## src/rtl/uart_pkg.sv

```systemverilog
// Shared definitions for the FIFO-buffered UART: register map, field positions, frame state.
package uart_pkg;

   localparam logic [3:0] ADDR_STATUS = 4'h0;
   localparam logic [3:0] ADDR_CTRL   = 4'h4;
   localparam logic [3:0] ADDR_DATA   = 4'h8;
   localparam logic [3:0] ADDR_DIV    = 4'hC;

   localparam int unsigned CTRL_W      = 11;
   localparam int unsigned CTRL_TX_EN  = 5;
   localparam int unsigned CTRL_RX_EN  = 6;
   localparam int unsigned CTRL_LOOP   = 7;
   localparam int unsigned CTRL_IE_RX  = 8;
   localparam int unsigned CTRL_IE_TX  = 9;
   localparam int unsigned CTRL_IE_ERR = 10;
   localparam logic [CTRL_W-1:0] CTRL_RESET = 11'h060;

   localparam int unsigned ST_PARITY_ERR = 4;
   localparam int unsigned ST_FRAME_ERR  = 5;
   localparam int unsigned ST_RX_OVERRUN = 6;
   localparam int unsigned ST_TX_OVERFLW = 7;

   // parity field: bit 1 enables, bit 0 selects odd
   localparam logic [1:0] PAR_EVEN = 2'b10;
   localparam logic [1:0] PAR_ODD  = 2'b11;

   typedef enum logic [2:0] {
      S_IDLE,
      S_START,
      S_DATA,
      S_PARITY,
      S_STOP
   } uartState_t;

   // Mirrors CTRL[4:0]
   typedef struct packed {
      logic       stop2;
      logic [1:0] parity;
      logic [1:0] dataSel;
   } frameFmt_t;

   // Index of the last data bit: 8,7,6,5 bits -> 7,6,5,4
   function automatic logic [2:0] lastBitIdx(input logic [1:0] dataSel);
      return 3'd7 - 3'(dataSel);
   endfunction

   // Mask of the valid character bits
   function automatic logic [7:0] charMask(input logic [1:0] dataSel);
      return 8'hFF >> dataSel;
   endfunction

endpackage

```

## src/rtl/uart_sync_fifo.sv

```systemverilog
// Single-clock FIFO; a pop on a full FIFO frees the slot for a same-cycle push.
module uart_sync_fifo #(
   parameter int unsigned WIDTH = 8,
   parameter int unsigned DEPTH = 16
) (
   input  logic                       clk,
   input  logic                       reset,
   input  logic                       push,
   input  logic [WIDTH-1:0]           pushData,
   input  logic                       pop,
   output logic [WIDTH-1:0]           popData,
   output logic                       full,
   output logic                       empty,
   output logic [$clog2(DEPTH):0]     level
);

   localparam int unsigned AW = $clog2(DEPTH);

   logic [WIDTH-1:0] mem [DEPTH];
   logic [AW-1:0]    wrPtr;
   logic [AW-1:0]    rdPtr;
   logic [AW:0]      count;
   logic             doPush;
   logic             doPop;

   assign doPop   = pop & ~empty;
   assign doPush  = push & (~full | doPop);
   assign full    = (count == (AW+1)'(DEPTH));
   assign empty   = (count == '0);
   assign level   = count;
   assign popData = mem[rdPtr];

   // Storage array, written on accepted pushes
   always_ff @(posedge clk) begin
      if (doPush) mem[wrPtr] <= pushData;
   end

   // Pointer and occupancy bookkeeping
   always_ff @(posedge clk) begin
      if (reset) begin
         wrPtr <= '0;
         rdPtr <= '0;
         count <= '0;
      end else begin
         if (doPush) wrPtr <= wrPtr + AW'(1);
         if (doPop)  rdPtr <= rdPtr + AW'(1);
         case ({doPush, doPop})
            2'b10:   count <= count + (AW+1)'(1);
            2'b01:   count <= count - (AW+1)'(1);
            default: count <= count;
         endcase
      end
   end

endmodule

```

## src/rtl/uart_fifo_ctrl.sv

```systemverilog
// Memory-mapped UART with TX/RX FIFOs, 16x oversampled receive and runtime frame format.
module uart_fifo_ctrl
   import uart_pkg::*;
#(
   parameter int unsigned FIFO_DEPTH  = 16,
   parameter logic [15:0] DEFAULT_DIV = 16'd26,
   parameter int unsigned SYNC_STAGES = 2
) (
   input  logic        clk,
   input  logic        reset,
   input  logic [3:0]  address,
   input  logic        read,
   output logic [31:0] readData,
   input  logic        write,
   input  logic [31:0] writeData,
   output logic        waitrequest,
   output logic        irq,
   input  logic        RX,
   output logic        TX
);

   localparam int unsigned LVL_W = $clog2(FIFO_DEPTH) + 1;

   logic [CTRL_W-1:0]      ctrl;
   frameFmt_t              ctrlFmt;
   logic [15:0]            divReg;
   logic [15:0]            divCnt;
   logic                   tick16;
   logic                   parityErr, frameErr, rxOverrun, txOverflow;
   logic                   wrStatus, wrCtrl, wrData, wrDiv, rdData;

   logic [7:0]             txHead, rxHead;
   logic                   txFull, txFifoEmpty, rxFull, rxFifoEmpty;
   logic [LVL_W-1:0]       txLevel, rxLevel;
   logic                   txPop, rxPush, rxPop;

   uartState_t             txState;
   logic [4:0]             txTickCnt;
   logic [4:0]             txLastTick;
   logic [2:0]             txBitIdx;
   logic [7:0]             txShift;
   logic                   txParBit, txLine, txStop2, txParEn;
   logic [1:0]             txDataSel;
   logic                   txStart;

   uartState_t             rxState;
   logic [SYNC_STAGES-1:0] rxSync;
   logic                   rxIn, rxArmed, rxSampleNow;
   logic [3:0]             rxTickCnt;
   logic [2:0]             rxBitIdx;
   logic [7:0]             rxShift;
   logic                   rxParAcc, rxParErrPend, rxParEn, rxParOdd;
   logic [1:0]             rxDataSel;
   logic                   txEmptyStat;
   logic [31:0]            statusWord;
   logic                   unusedBits;

   assign waitrequest = 1'b0;
   assign unusedBits  = ^writeData[31:16];
   assign ctrlFmt     = frameFmt_t'(ctrl[4:0]);

   assign wrStatus = write && (address == ADDR_STATUS);
   assign wrCtrl   = write && (address == ADDR_CTRL);
   assign wrData   = write && (address == ADDR_DATA);
   assign wrDiv    = write && (address == ADDR_DIV);
   assign rdData   = read  && (address == ADDR_DATA);
   assign rxPop    = rdData && !rxFifoEmpty;

   uart_sync_fifo #(.WIDTH(8), .DEPTH(FIFO_DEPTH)) txFifo (
      .clk(clk), .reset(reset), .push(wrData), .pushData(writeData[7:0]), .pop(txPop),
      .popData(txHead), .full(txFull), .empty(txFifoEmpty), .level(txLevel)
   );

   uart_sync_fifo #(.WIDTH(8), .DEPTH(FIFO_DEPTH)) rxFifo (
      .clk(clk), .reset(reset), .push(rxPush), .pushData(rxShift), .pop(rxPop),
      .popData(rxHead), .full(rxFull), .empty(rxFifoEmpty), .level(rxLevel)
   );

   // Baud generator: one tick16 pulse per DIV+1 clocks, restarted by a DIV write
   assign tick16 = (divCnt == divReg);
   always_ff @(posedge clk) begin
      if (reset)                 divCnt <= '0;
      else if (wrDiv || tick16)  divCnt <= '0;
      else                       divCnt <= divCnt + 16'd1;
   end

   // Control registers and sticky error flags (a set beats a same-cycle clear)
   always_ff @(posedge clk) begin
      if (reset) begin
         ctrl       <= CTRL_RESET;
         divReg     <= DEFAULT_DIV;
         parityErr  <= 1'b0;
         frameErr   <= 1'b0;
         rxOverrun  <= 1'b0;
         txOverflow <= 1'b0;
      end else begin
         if (wrCtrl) ctrl   <= writeData[CTRL_W-1:0];
         if (wrDiv)  divReg <= writeData[15:0];
         parityErr  <= (rxPush && rxParErrPend) ||
                       (parityErr && !(wrStatus && writeData[ST_PARITY_ERR]));
         frameErr   <= (rxPush && !rxIn) ||
                       (frameErr && !(wrStatus && writeData[ST_FRAME_ERR]));
         rxOverrun  <= (rxPush && rxFull && !rxPop) ||
                       (rxOverrun && !(wrStatus && writeData[ST_RX_OVERRUN]));
         txOverflow <= (wrData && txFull && !txPop) ||
                       (txOverflow && !(wrStatus && writeData[ST_TX_OVERFLW]));
      end
   end

   // A frame starts from IDLE or straight out of the last stop tick, so back-to-back frames have no gap
   assign txLastTick = (txState == S_STOP && txStop2) ? 5'd31 : 5'd15;
   assign txStart    = tick16 && ctrl[CTRL_TX_EN] && !txFifoEmpty &&
                       (txState == S_IDLE || (txState == S_STOP && txTickCnt == txLastTick));
   assign txPop      = txStart;

   // TX frame sequencer; format is latched when the frame starts
   always_ff @(posedge clk) begin
      if (reset) begin
         txState   <= S_IDLE;
         txLine    <= 1'b1;
         txTickCnt <= '0;
         txBitIdx  <= '0;
         txShift   <= '0;
         txParBit  <= 1'b0;
         txStop2   <= 1'b0;
         txParEn   <= 1'b0;
         txDataSel <= '0;
      end else if (txStart) begin
         txState   <= S_START;
         txLine    <= 1'b0;
         txTickCnt <= '0;
         txBitIdx  <= '0;
         txShift   <= txHead;
         txParBit  <= (^(txHead & charMask(ctrlFmt.dataSel))) ^ ctrlFmt.parity[0];
         txStop2   <= ctrlFmt.stop2;
         txParEn   <= ctrlFmt.parity[1];
         txDataSel <= ctrlFmt.dataSel;
      end else if (tick16 && txState != S_IDLE) begin
         if (txTickCnt != txLastTick) begin
            txTickCnt <= txTickCnt + 5'd1;
         end else begin
            txTickCnt <= '0;
            case (txState)
               S_START: begin
                  txState <= S_DATA;
                  txLine  <= txShift[0];
               end
               S_DATA: begin
                  txShift <= txShift >> 1;
                  if (txBitIdx == lastBitIdx(txDataSel)) begin
                     txState <= txParEn ? S_PARITY : S_STOP;
                     txLine  <= txParEn ? txParBit : 1'b1;
                  end else begin
                     txBitIdx <= txBitIdx + 3'd1;
                     txLine   <= txShift[1];
                  end
               end
               S_PARITY: begin
                  txState <= S_STOP;
                  txLine  <= 1'b1;
               end
               default: begin
                  txState <= S_IDLE;
                  txLine  <= 1'b1;
               end
            endcase
         end
      end
   end

   // Serial output pin, held high in loopback
   always_ff @(posedge clk) begin
      if (reset) TX <= 1'b1;
      else       TX <= ctrl[CTRL_LOOP] | txLine;
   end

   // RX input synchroniser
   always_ff @(posedge clk) begin
      if (reset) rxSync <= '1;
      else       rxSync <= {rxSync[SYNC_STAGES-2:0], RX};
   end

   assign rxIn        = ctrl[CTRL_LOOP] ? txLine : rxSync[SYNC_STAGES-1];
   assign rxSampleNow = tick16 && (rxTickCnt == ((rxState == S_START) ? 4'd7 : 4'd15));
   assign rxPush      = (rxState == S_STOP) && rxSampleNow;

   // RX frame sequencer: mid-bit sampling, start re-armed only after a high level
   always_ff @(posedge clk) begin
      if (reset) begin
         rxState      <= S_IDLE;
         rxArmed      <= 1'b0;
         rxTickCnt    <= '0;
         rxBitIdx     <= '0;
         rxShift      <= '0;
         rxParAcc     <= 1'b0;
         rxParErrPend <= 1'b0;
         rxParEn      <= 1'b0;
         rxParOdd     <= 1'b0;
         rxDataSel    <= '0;
      end else if (rxState == S_IDLE) begin
         rxTickCnt <= '0;
         if (rxIn) begin
            rxArmed <= 1'b1;
         end else if (rxArmed && ctrl[CTRL_RX_EN]) begin
            rxState      <= S_START;
            rxArmed      <= 1'b0;
            rxBitIdx     <= '0;
            rxShift      <= '0;
            rxParAcc     <= 1'b0;
            rxParErrPend <= 1'b0;
            rxParEn      <= ctrlFmt.parity[1];
            rxParOdd     <= ctrlFmt.parity[0];
            rxDataSel    <= ctrlFmt.dataSel;
         end
      end else if (tick16) begin
         if (!rxSampleNow) begin
            rxTickCnt <= rxTickCnt + 4'd1;
         end else begin
            rxTickCnt <= '0;
            case (rxState)
               S_START: rxState <= rxIn ? S_IDLE : S_DATA;
               S_DATA: begin
                  rxShift[rxBitIdx] <= rxIn;
                  rxParAcc          <= rxParAcc ^ rxIn;
                  if (rxBitIdx == lastBitIdx(rxDataSel)) rxState  <= rxParEn ? S_PARITY : S_STOP;
                  else                                   rxBitIdx <= rxBitIdx + 3'd1;
               end
               S_PARITY: begin
                  rxParErrPend <= (rxParAcc ^ rxIn) != rxParOdd;
                  rxState      <= S_STOP;
               end
               default: rxState <= S_IDLE;
            endcase
         end
      end
   end

   assign txEmptyStat = txFifoEmpty && (txState == S_IDLE);
   assign statusWord  = {8'(txLevel), 8'(rxLevel), 8'h00,
                         txOverflow, rxOverrun, frameErr, parityErr,
                         (rxState != S_IDLE), txEmptyStat, !rxFifoEmpty, !txFull};

   // Bus read mux, zero when no read strobe
   always_comb begin
      readData = '0;
      if (read) begin
         case (address)
            ADDR_STATUS: readData = statusWord;
            ADDR_CTRL:   readData = {21'd0, ctrl};
            ADDR_DATA:   readData = {23'd0, !rxFifoEmpty, rxFifoEmpty ? 8'h00 : rxHead};
            ADDR_DIV:    readData = {16'd0, divReg};
            default:     readData = '0;
         endcase
      end
   end

   // Level interrupt, one clock behind its sources
   always_ff @(posedge clk) begin
      if (reset) irq <= 1'b0;
      else       irq <= (ctrl[CTRL_IE_RX] && !rxFifoEmpty) ||
                        (ctrl[CTRL_IE_TX] && txEmptyStat) ||
                        (ctrl[CTRL_IE_ERR] && (parityErr || frameErr || rxOverrun || txOverflow));
   end

endmodule
```

## config.mk

```make
export PLATFORM = sky130hd
export DESIGN_NAME = uart_fifo_ctrl
export DESIGN_NICKNAME = d
export VERILOG_FILES = /design/src/rtl/uart_pkg.sv /design/src/rtl/uart_sync_fifo.sv /design/src/rtl/uart_fifo_ctrl.sv
export SDC_FILE = /design/constraint.sdc
export NUM_CORES = 1
export LEC_CHECK = 0
export ABC_AREA = 1
export CAP_MARGIN = 10
export CORE_UTILIZATION = 61
export CTS_CLUSTER_SIZE = 16
export DETAILED_ROUTE_END_ITERATION = 7
export PLACE_DENSITY = 0.78
export SYNTH_ARGS = -nofsm -noshare
export SYNTH_HDL_FRONTEND = slang
export SYNTH_SLANG_ARGS = --single-unit
```

## constraint.sdc

```tcl
create_clock -name clk -period 4.3 [get_ports clk]
set_clock_uncertainty 0.15 [all_clocks]
set_input_delay 0.43 -clock clk [delete_from_list [all_inputs] [get_ports clk]]
set_output_delay 0.43 -clock clk [all_outputs]
set_load 0.01 [all_outputs]
```

Word level (Yosys, flattened, before mapping)

Memories as Yosys holds them, arrays and structs flattened. A register that Yosys moved wholly into a read port is not among the register bits.
Cells that the tools add are included.

Bits in registers: 127
Bits in writable memories: 256
Input port bits: 41
Output and inout port bits: 35
Word-level logic and storage cells: 260
Memories kept: 2

Add/sub/neg operators: 15
Magnitude comparators: 2
Equality and inequality tests: 31
Shifts and indexed selects: 1
Mux-type cells: 70
Bitwise operators: 17
Reductions and logical operators: 86

Memories:

| memory     | words | width | rd ports | clocked after Yosys merged registers in | wr ports | line                 | source |
|---|---|---|---|---|---|---|---|
| rxFifo.mem | 16    | 8     | 1        | 1                                       | 1        | uart_sync_fifo.sv:19 | `logic [WIDTH-1:0] mem [DEPTH];` |
| txFifo.mem | 16    | 8     | 1        | 1                                       | 1        | uart_sync_fifo.sv:19 |  |

Operators with widths:

| cell                                                                   | number |
|---|---|
| 29-bit case mux with 4 select lines                                    | 1 |
| 8-bit two-way mux                                                      | 11 |
| 3-bit two-way mux                                                      | 16 |
| 1-bit logical AND                                                      | 34 |
| 29-bit two-way mux                                                     | 1 |
| 1-bit two-way mux                                                      | 25 |
| 4-bit two-way mux                                                      | 6 |
| 4-bit by 1-bit adder with 4-bit output (second input constant)         | 5 |
| 5-bit case mux with 2 select lines                                     | 2 |
| 3-bit case mux with 3 select lines                                     | 2 |
| 2-bit nonzero test                                                     | 9 |
| 16-bit by 1-bit adder with 16-bit output (second input constant)       | 1 |
| 16-bit equality test                                                   | 1 |
| 5-bit by 1-bit adder with 5-bit output (second input constant)         | 3 |
| 5-bit AND reduction                                                    | 3 |
| 3-bit by 2-bit equality test with 1-bit output (second input constant) | 4 |
| 3-bit AND reduction                                                    | 4 |
| 1-bit logical OR                                                       | 11 |
| 5-bit equality test (second input constant)                            | 2 |
| 1-bit zero test                                                        | 10 |
| 5-bit zero test                                                        | 2 |
| 5-bit two-way mux                                                      | 2 |
| 5-bit by 1-bit subtractor with 5-bit output (second input constant)    | 2 |
| 8-bit bitwise AND                                                      | 1 |
| other kinds (36)                                                       | 64 |

Logic depth before layout (Yosys ltp)

Gate-level depths: netlist of run 1.

Depth after elaboration: 12
Mapped depth: 23
Mapped depth without buffers: 22

By module

A second synthesis of run 1 with hierarchy kept.

Cells, all modules: 1,868
Area total of the unflattened synthesis: 17,794.6 µm²

By module, submodules not included:

| module                   | instances | cells an instance | area each (µm²) | seq. area each (µm²) |
|---|---|---|---|---|
| uart_sync_fifo at rxFifo | 1         | 541               | 6,217.2         | 4,184.0 |
| uart_sync_fifo at txFifo | 1         | 539               | 6,172.2         | 4,184.0 |
| uart_fifo_ctrl           | 1         | 788               | 5,405.2         | 2,021.9 |

Least setup slack after synthesis of run 1

OpenSTA, ideal clock, no wires.

Path kind: reg-to-reg
Start: reg divReg[15]
End: reg txFifo.count[4] (netlist: txFifo.level[4])
Setup time: 70 ps
Data arrival time: 2,976 ps
Required time: 4,080 ps
Slack: 1,104 ps
Cell stages (with the launch flop): 23
Buffers on the path: 2
Clock period less this slack: 3,196 ps
Cell sequence: dfxtp_1 -> inv_1 -> or2_1 -> nand4_1 -> nor3_2 -> nand2_2 -> nor2_4 -> nand2_4 -> clkinv_2 -> buf_4 -> ha_1 -> clkbuf_1 -> xor2_1 -> ha_1 -> inv_1 -> nand2_1 -> nand2_1 -> o21ai_1 -> nor2_1 -> or2_0 -> a21oi_1 -> o21ai_0 -> a21oi_1

Cells in the longest elaborated chain, start to end: 9
Elaborated cells on any way between the ends: 11
Those cells by class: eq/ne (3); mux (1); bitwise (3); reduce/logical (4)

RTL lines:

| element                                                                                      | line                  | source |
|---|---|---|
| start, declared                                                                              | uart_fifo_ctrl.sv:26  | `logic [15:0] divReg;` |
| start signal, assigned                                                                       | uart_fifo_ctrl.sv:98  | `if (wrDiv) divReg <= writeData[15:0];` |
| 16-bit equality test (*)                                                                     | uart_fifo_ctrl.sv:80  | `assign tick16 = (divCnt == divReg);` |
| 1-bit logical AND (*) (3 in a row)                                                           | uart_fifo_ctrl.sv:112 | `assign txStart = tick16 && ctrl[CTRL_TX_EN] && !txFifoEmpty &&` |
| 1-bit bitwise AND (*)                                                                        | uart_sync_fifo.sv:26  | `assign doPop = pop & ~empty;` |
| named net txFifo.doPop                                                                       | uart_sync_fifo.sv:24  | `logic doPop;` |
| 1-bit OR                                                                                     | uart_sync_fifo.sv:27  | `assign doPush = push & (~full \| doPop);` |
| 1-bit bitwise AND                                                                            | uart_sync_fifo.sv:27  |  |
| 2-bit by 1-bit equality test with 1-bit output / 2-bit equality test (equally long branches) | uart_sync_fifo.sv:47  | `case ({doPush, doPop})` |
| 5-bit case mux with 2 select lines / 2-bit nonzero test (equally long branches)              | --                    |  |
| end signal, assigned                                                                         | uart_sync_fifo.sv:48  | `2'b10: count <= count + (AW+1)'(1);` |
| end signal, assigned                                                                         | uart_sync_fifo.sv:49  | `2'b01: count <= count - (AW+1)'(1);` |
| end signal, assigned                                                                         | uart_sync_fifo.sv:50  | `default: count <= count;` |
| end, declared                                                                                | uart_sync_fifo.sv:22  | `logic [AW:0] count;` |

Mark *: on every way through the listed nets, which the timed path passes. The rest lies on a longest branch.
A chain may end at the register's enable or synchronous reset.

==> results.md, run 1 <==
* Sw frac at 0.2001
* Core Region at 0.02778 mm^2
* Clock sink count at 391
* Sequential Power Share at 0.526
* Worst vdd ir at 0.0003002 V
* Crit path time final at 3961 ps
* Library cells used by synthesis at 57
* Hold-fix buffer count after cts at 0
* Chip Width at 170.3 um
* Die Ht at 170.3 um
* Final setup vio count at 0
* DR vias/cell at 5.789
* Synth warnings at 0
* First-pass GRT wire length at 64760 um
* DR WL/cell at 18.24 um
* Diode count at 0
* Root buffer cell: clkbuf_16
* R2R depth at 19
* CP max stage cell: dfxtp_2
* HPWL Detailed at 26070 um
* Worst hold slack at 261.2 ps
* TritonCTS clock tree: done
* Status: finished clean
* Power, Total at 7.609 mW
* Hold Path Class: reg2reg
* Period utilisation layout at 0.9212
* I/O Pins at 76
* Mapped Cells at 1809
* Crit path launch type: flip-flop
* Share of the synthesized area in the top cell type at 0.4451
* Std cell rows at 61
* Commonest non-fill, non-tap cell in the layout: nand2_1
* Internal Pwr Total at 6.087 mW
* DRT iter0 DRCs at 1413
* Synth Flop Type: edfxtp_1
* Clk_lat worst skew at 520 ps
* GRT Residual Overflow at 0
* Initial antenna violation count at 0
* Area contributors post-synth: edfxtp_1 (45%), dfxtp_1 (16%), nand2_1 (6.7%), nor2_1 (5.3%), o21ai_0 (4.8%)
* Worst EP arrival at 3380 ps
* Clock slew at reported path FFs at 60 ps
* Setup total negative slack at 0 ps
* Crit Path Max Fanout at 36
* Layout area overhead at 12.18%
* Post-layout util at 0.6974
* Nets at 1915
* ANT nets after route at 0
* Drt first pass iters at 6
* CP Class: reg2out
* Total number of vias at 13060
* Vias in the first global route at 12430
* Critical Path RT at 3720 ps
* Die area at 0.02899 mm^2
* PD cells at 392.7 mW/mm^2
* Placed Cells at 2189
* DP Worst Slack at 445.4 ps
* Gp weighted congestion at 0.8920
* Fmax at 252.5 MHz
* Max clock buf depth at 3
* Leakage power at 7.135 nW
* Largest net degree at the start of global routing at 76
* Clk pwr share at 0.448
* Hold path depth at 1
* Post-CTS Resized at 0
* Seq cells post-synth at 391
* Most frequent cells in the layout: nand2_1 (306), edfxtp_1 (256), nor2_1 (246)
* Initial core utilization at 0.6217
* Syn Area/Cell at 9.548 um^2
* Final non-filler cell total at 2256
* Port bufs at 52
* Post-synth ARST share at 0
* Final Worst Setup Slack at 338.9 ps
* EDFF count, synth at 256
* Max-Cap Viols at 0
* Mapped Area at 0.01727 mm^2
* Crit. End Element: output port
* Register area share after synthesis at 0.6016
* CTS HTree Levels at 2
* Gr usage total at 0.2902
* Switching pwr at 1.523 mW
* Fin area at 0.01938 mm^2
* Fin. Hold Viols at 0
* Worst rel slew slack at 0.3510
* Slew @ Worst Pin at 970.5 ps
* Routed Wire Length at 41150 um
* Layout cells sized above 1 at 0.06869
* Top cell type by total area after synthesis: edfxtp_1
* Crit path cell chain: buf_4, o21ai_0, o22ai_1, o21ai_0, o22ai_1, nand2_1, a41oi_1, clkdlybuf4s50_1
* Logic pwr share at 0.026
* Number of remaining DRC errors at 0
* TritonCTS Buffers at 38
* Largest stage delay, worst path at 690 ps
* # Post-CTS Setup Buffers at 0
* Placed cell area at 0.01809 mm^2
* Final Max Slew Viols at 0
* RSZ-0062 raised after global routing: no
-- kinds of logic (layout without fill, tap and decap cells) --
| group | Yosys count | count (layout) | synth area share |
|---|---|---|---|
| buffers and inverters | 266 | 329 | 0.06223 |
| AOI/OAI and AO/OA | 356 | 356 | 0.1174 |
| and+or+nand+nor | 740 | 740 | 0.1852 |
| DFF | 391 | 391 | 0.6016 |
| xor gates and xnor gates | 32 | 32 | 0.01623 |
| adders and majority gates | 23 | 23 | 0.01710 |
| other | 1 | 7 | 0.0002171 |
-- synthesized netlist by cell type, types with 5 or more instances --
cell type  number
a21oi_1       105
buf_2          14
buf_4          11
clkbuf_1       52
dfxtp_1       135
edfxtp_1      256
ha_1           22
inv_1         173
inv_2           7
nand2_1       306
nand2_2         7
nand3_1       101
nand4_1        15
nor2_1        246
nor3_1         25
nor3b_1         5
o2111ai_1       8
o211ai_1       17
o21ai_0       164
o221ai_1       23
o22ai_1         8
or2_2           5
xnor2_1        14
xor2_1         18
-- layer usage --
layer,up-vias,GRT usage,part of all wire
met5,-,0,0
met4,0,0.1206,0.037
met3,96,0.04279,0.085
met2,582,0.4636,0.47
met1,6146,0.3989,0.41
li1,6236,-,-
-- layout make-up --
type | instances | area, um^2
inverter | 186 | 703.2
sequential | 391 | 10390
clock buffer | 50 | 1095
timing repair buffer | 76 | 695.7
fill | 2030 | 8406
tap | 378 | 473.0
clock inverter | 17 | 187.7
multi-input combinational | 1158 | 5829
-- flip-flops by register name, summed over array words and instances (netlist names), 3 cells and up, named ones only --
signal,cells
rxFifo.mem,128
txFifo.mem,128
divCnt,16
divReg,16
ctrl,11
rxShift,8
txShift,8
rxFifo.level,5
txFifo.level,5
txTickCnt,5
rxFifo.rdPtr,4
rxFifo.wrPtr,4
rxTickCnt,4
txFifo.rdPtr,4
txFifo.wrPtr,4
rxBitIdx,3
rxState,3
txBitIdx,3
txState,3
-- power groups by stage --
stage,Clock [mW],Combinational (mW),Sequential (mW)
after floorplan,0,0.117,4.08
after global placement,0,0.190,4.08
after detailed placement,0,0.195,4.08
after CTS,3.43,0.198,4.00
after global routing,3.59,0.221,4.00
final,3.41,0.201,4.00
-- worst paths after layout --
check                                      from         endpoint  slack (ps)
worst min-delay path                  rxSync[0]        rxSync[1]         260
worst max-delay path                  flip-flop      readData[1]         340
worst min register to register        rxSync[0]        rxSync[1]         260
worst max register to register  rxFifo.level[1]  rxFifo.level[4]         600
-- critical path: cells and delay by family, from the launching register on --
kind,cells,cell delay [ps]
buf+inv,2,1040
compound gates,5,1040
simple gates,1,90
flops,1,690
Note: power is estimated with default switching activity, not from simulation.
==> run 2, diff against run 1 <==
- ABC_AREA: 1 -> not set
- CORE_UTILIZATION: 61 -> 60
- PLACE_DENSITY: 0.78 -> 0.77
==> results.md, run 2 <==
* Status: finished clean
* Largest registers: rxFifo.mem x128, txFifo.mem x128
* GRT Residual Overflow at 0 (unchanged)
* Clock sink count at 391 (unchanged)
* DR vias/cell at 6.191 (+6.9%)
* Drt first pass iters at 8 (+2)
* Root buffer cell: clkbuf_16
* Worst vdd ir at 0.0002675 V (-11%)
* Gr usage total at 0.2575 (-0.03278)
* Leakage power at 6.230 nW (-13%)
* Max-Cap Viols at 0 (unchanged)
* Final Worst Setup Slack at 311.6 ps (-27.33 ps)
* Total number of vias at 10260 (-21%)
* DR WL/cell at 21.36 um (+17%)
* Core Region at 0.02703 mm^2 (-2.7%)
* Chip Width at 168.4 um (-1.1%)
* Die area at 0.02836 mm^2 (-2.2%)
* Clk_lat worst skew at 530 ps (about the same)
* Share of the synthesized area in the top cell type at 0.4628 (+0.01767)
* Crit path time final at 3988 ps (+27.33 ps)
* Post-synth ARST share at 0 (unchanged)
* Seq cells post-synth at 391 (unchanged)
* Crit Path Max Fanout at 9 (-75%)
* Port bufs at 52 (unchanged)
* Crit. End Element: flip-flop
* Commonest non-fill, non-tap cell in the layout: edfxtp_1
* First-pass GRT wire length at 56000 um (-14%)
* Critical Path RT at 4530 ps (+810 ps)
* RSZ-0062 raised after global routing: no
* DP Worst Slack at 290.0 ps (-155.4 ps)
* Worst rel slew slack at 0.3869 (+0.03592)
* Final setup vio count at 0 (unchanged)
* Area contributors post-synth: edfxtp_1 (46%), dfxtp_1 (16%), mux4_2 (6.2%), mux4_1 (4.3%), nor2_1 (2.7%)
* Most numerous cell in the Yosys netlist: edfxtp_1
* Synth Flop Type: edfxtp_1
* Fmax at 250.7 MHz (-0.69%)
* # fillers at 1805 (-11%)
* R2R depth at 15 (-4)
* Crit path launch type: flip-flop
* Gp weighted congestion at 0.8434 (-5.4%)
* Routed Wire Length at 35410 um (-14%)
* CP Class: reg2reg
* Initial core utilization at 0.6147 (-0.007014)
* Max clock buf depth at 3 (unchanged)
* Final Max Slew Viols at 0 (unchanged)
* Diode count at 0 (unchanged)
* Number of remaining DRC errors at 0 (unchanged)
* ANT nets after route at 0 (unchanged)
* Post-layout util at 0.6919 (-0.005498)
* Syn Area/Cell at 13.51 um^2 (+41%)
* Library cells used by synthesis at 63 (+11%)
* Top cell type by total area after synthesis: edfxtp_1
* Fin. Hold Viols at 0 (unchanged)
* DRT iter0 DRCs at 1018 (-28%)
* Die Ht at 168.4 um (-1.1%)
* EDFF count, synth at 256 (unchanged)
* Initial antenna violation count at 0 (unchanged)
* Mapped Cells at 1230 (-32%)
* Layout cells sized above 1 at 0.1200 (+0.05128)
* Period utilisation layout at 0.9275 (+0.006356)
* TritonCTS Buffers at 39 (+2.6%)
* Slew @ Worst Pin at 916.8 ps (-53.72 ps)
* I/O Pins at 76 (unchanged)
* Worst EP arrival at 4220 ps (+840 ps)
* Hold-fix buffer count after cts at 0 (unchanged)
* Power, Total at 7.410 mW (-2.6%)
* Register area share after synthesis at 0.6254 (+0.02388)
* Setup total negative slack at 0 ps (unchanged)
* Synth warnings at 0 (unchanged)
* Clock slew at reported path FFs at 70 ps (about the same)
* Hold Path Class: in2reg
* TritonCTS clock tree: done
* Std cell rows at 60 (-1.6%)
* Most frequent cells in the layout: edfxtp_1 (256), dfxtp_1 (133), nor2_1 (121)
* CTS HTree Levels at 2 (unchanged)
* Synth cell count leaders: edfxtp_1 (256), dfxtp_1 (135), nor2_1 (121)
* Hold path depth at 2 (+1)
* PD cells at 396.3 mW/mm^2 (+0.91%)
* Layout area overhead at 12.57%
* Largest net degree at the start of global routing at 55 (-28%)
* HPWL Detailed at 22940 um (-12%)
* Nets at 1350 (-30%)
* Mapped Area at 0.01661 mm^2 (-3.8%)
* Vias in the first global route at 10160 (-18%)
[run 2: report_power, final]
group	switching (mW)	internal [mW]
combinational	0.0974	0.0503
sequential	0.0153	3.99
clock	1.40	1.86
[run 2: final timing paths]
check	to	startpoint	slack [ps]
min reg2reg	rxSync[1]	rxSync[0]	270
max	txFifo.level[4]	txState[2]	310
min	rxOverrun	reset	230
max reg2reg	txFifo.level[4]	txState[2]	310
[run 2: cell families (layout without fill, tap and decap cells)]
family                   Yosys count  in the layout  share of synthesized area
XOR/XNOR                          71             71                    0.03789
adder cells (fa/ha/maj)           23             23                    0.01777
multiplexers                      99             99                     0.1210
flip-flops                       391            391                     0.6254
buffers and inverters            108            189                    0.03020
AO/OA/AOI/OAI                    159            159                    0.05973
AND/OR/NAND/NOR                  378            378                     0.1078
other                              1              7                  0.0002257
[run 2: through the flow]
stage / instances / hold WS (ps) / area [um^2]
2_1_floorplan: 1236 / 239.5 / 16630
3_3_place_gp: 1586 / 245.4 / 17470
3_5_place_dp: 1586 / 253.6 / 17470
4_1_cts: 1658 / 212.1 / 18690
5_1_grt: 1658 / 240.3 / 18700
6_report: 1658 / 230.5 / 18700
[run 2: final cells by class]
class,count,area (um^2),share of cell area
repair buffers,88,788.3,0.04215
clock inverters,22,176.4,0.009434
well taps,341,426.7,0.02282
clock buffers,50,1047,0.05600
flip-flops and latches,391,10390,0.5557
inverters,29,108.9,0.005821
multi-input cells,737,5761,0.3080
[run 2: layer usage]
layer / track usage / vias up / share of wire
li1: - / 4696 / -
met1: 0.3491 / 5083 / 0.42
met2: 0.4243 / 398 / 0.49
met3: 0.03973 / 87 / 0.062
met4: 0.09565 / 0 / 0.030
met5: 0 / - / 0
[run 2: critical path, cell delays in order (launching register included)]
cell and delay, ps:
dfxtp_1 430, nor4bb_2 430, xnor2_1 200, a41oi_1 200, or3b_1 500, a31oi_4 380
inv_1 120, ha_1 290, xor2_1 170, ha_1 190, a21oi_1 250, nor3b_1 90
o21ai_0 170, a21oi_1 100, xnor2_1 150, nor2_1 50
[run 2: timing repair]
item / in CTS / in global routing
buffers inserted: 0 / 0
setup endpoints to repair: 0 / 1
endpoints found under the hold margin: 0 / 0
resized for setup: 0 / 1
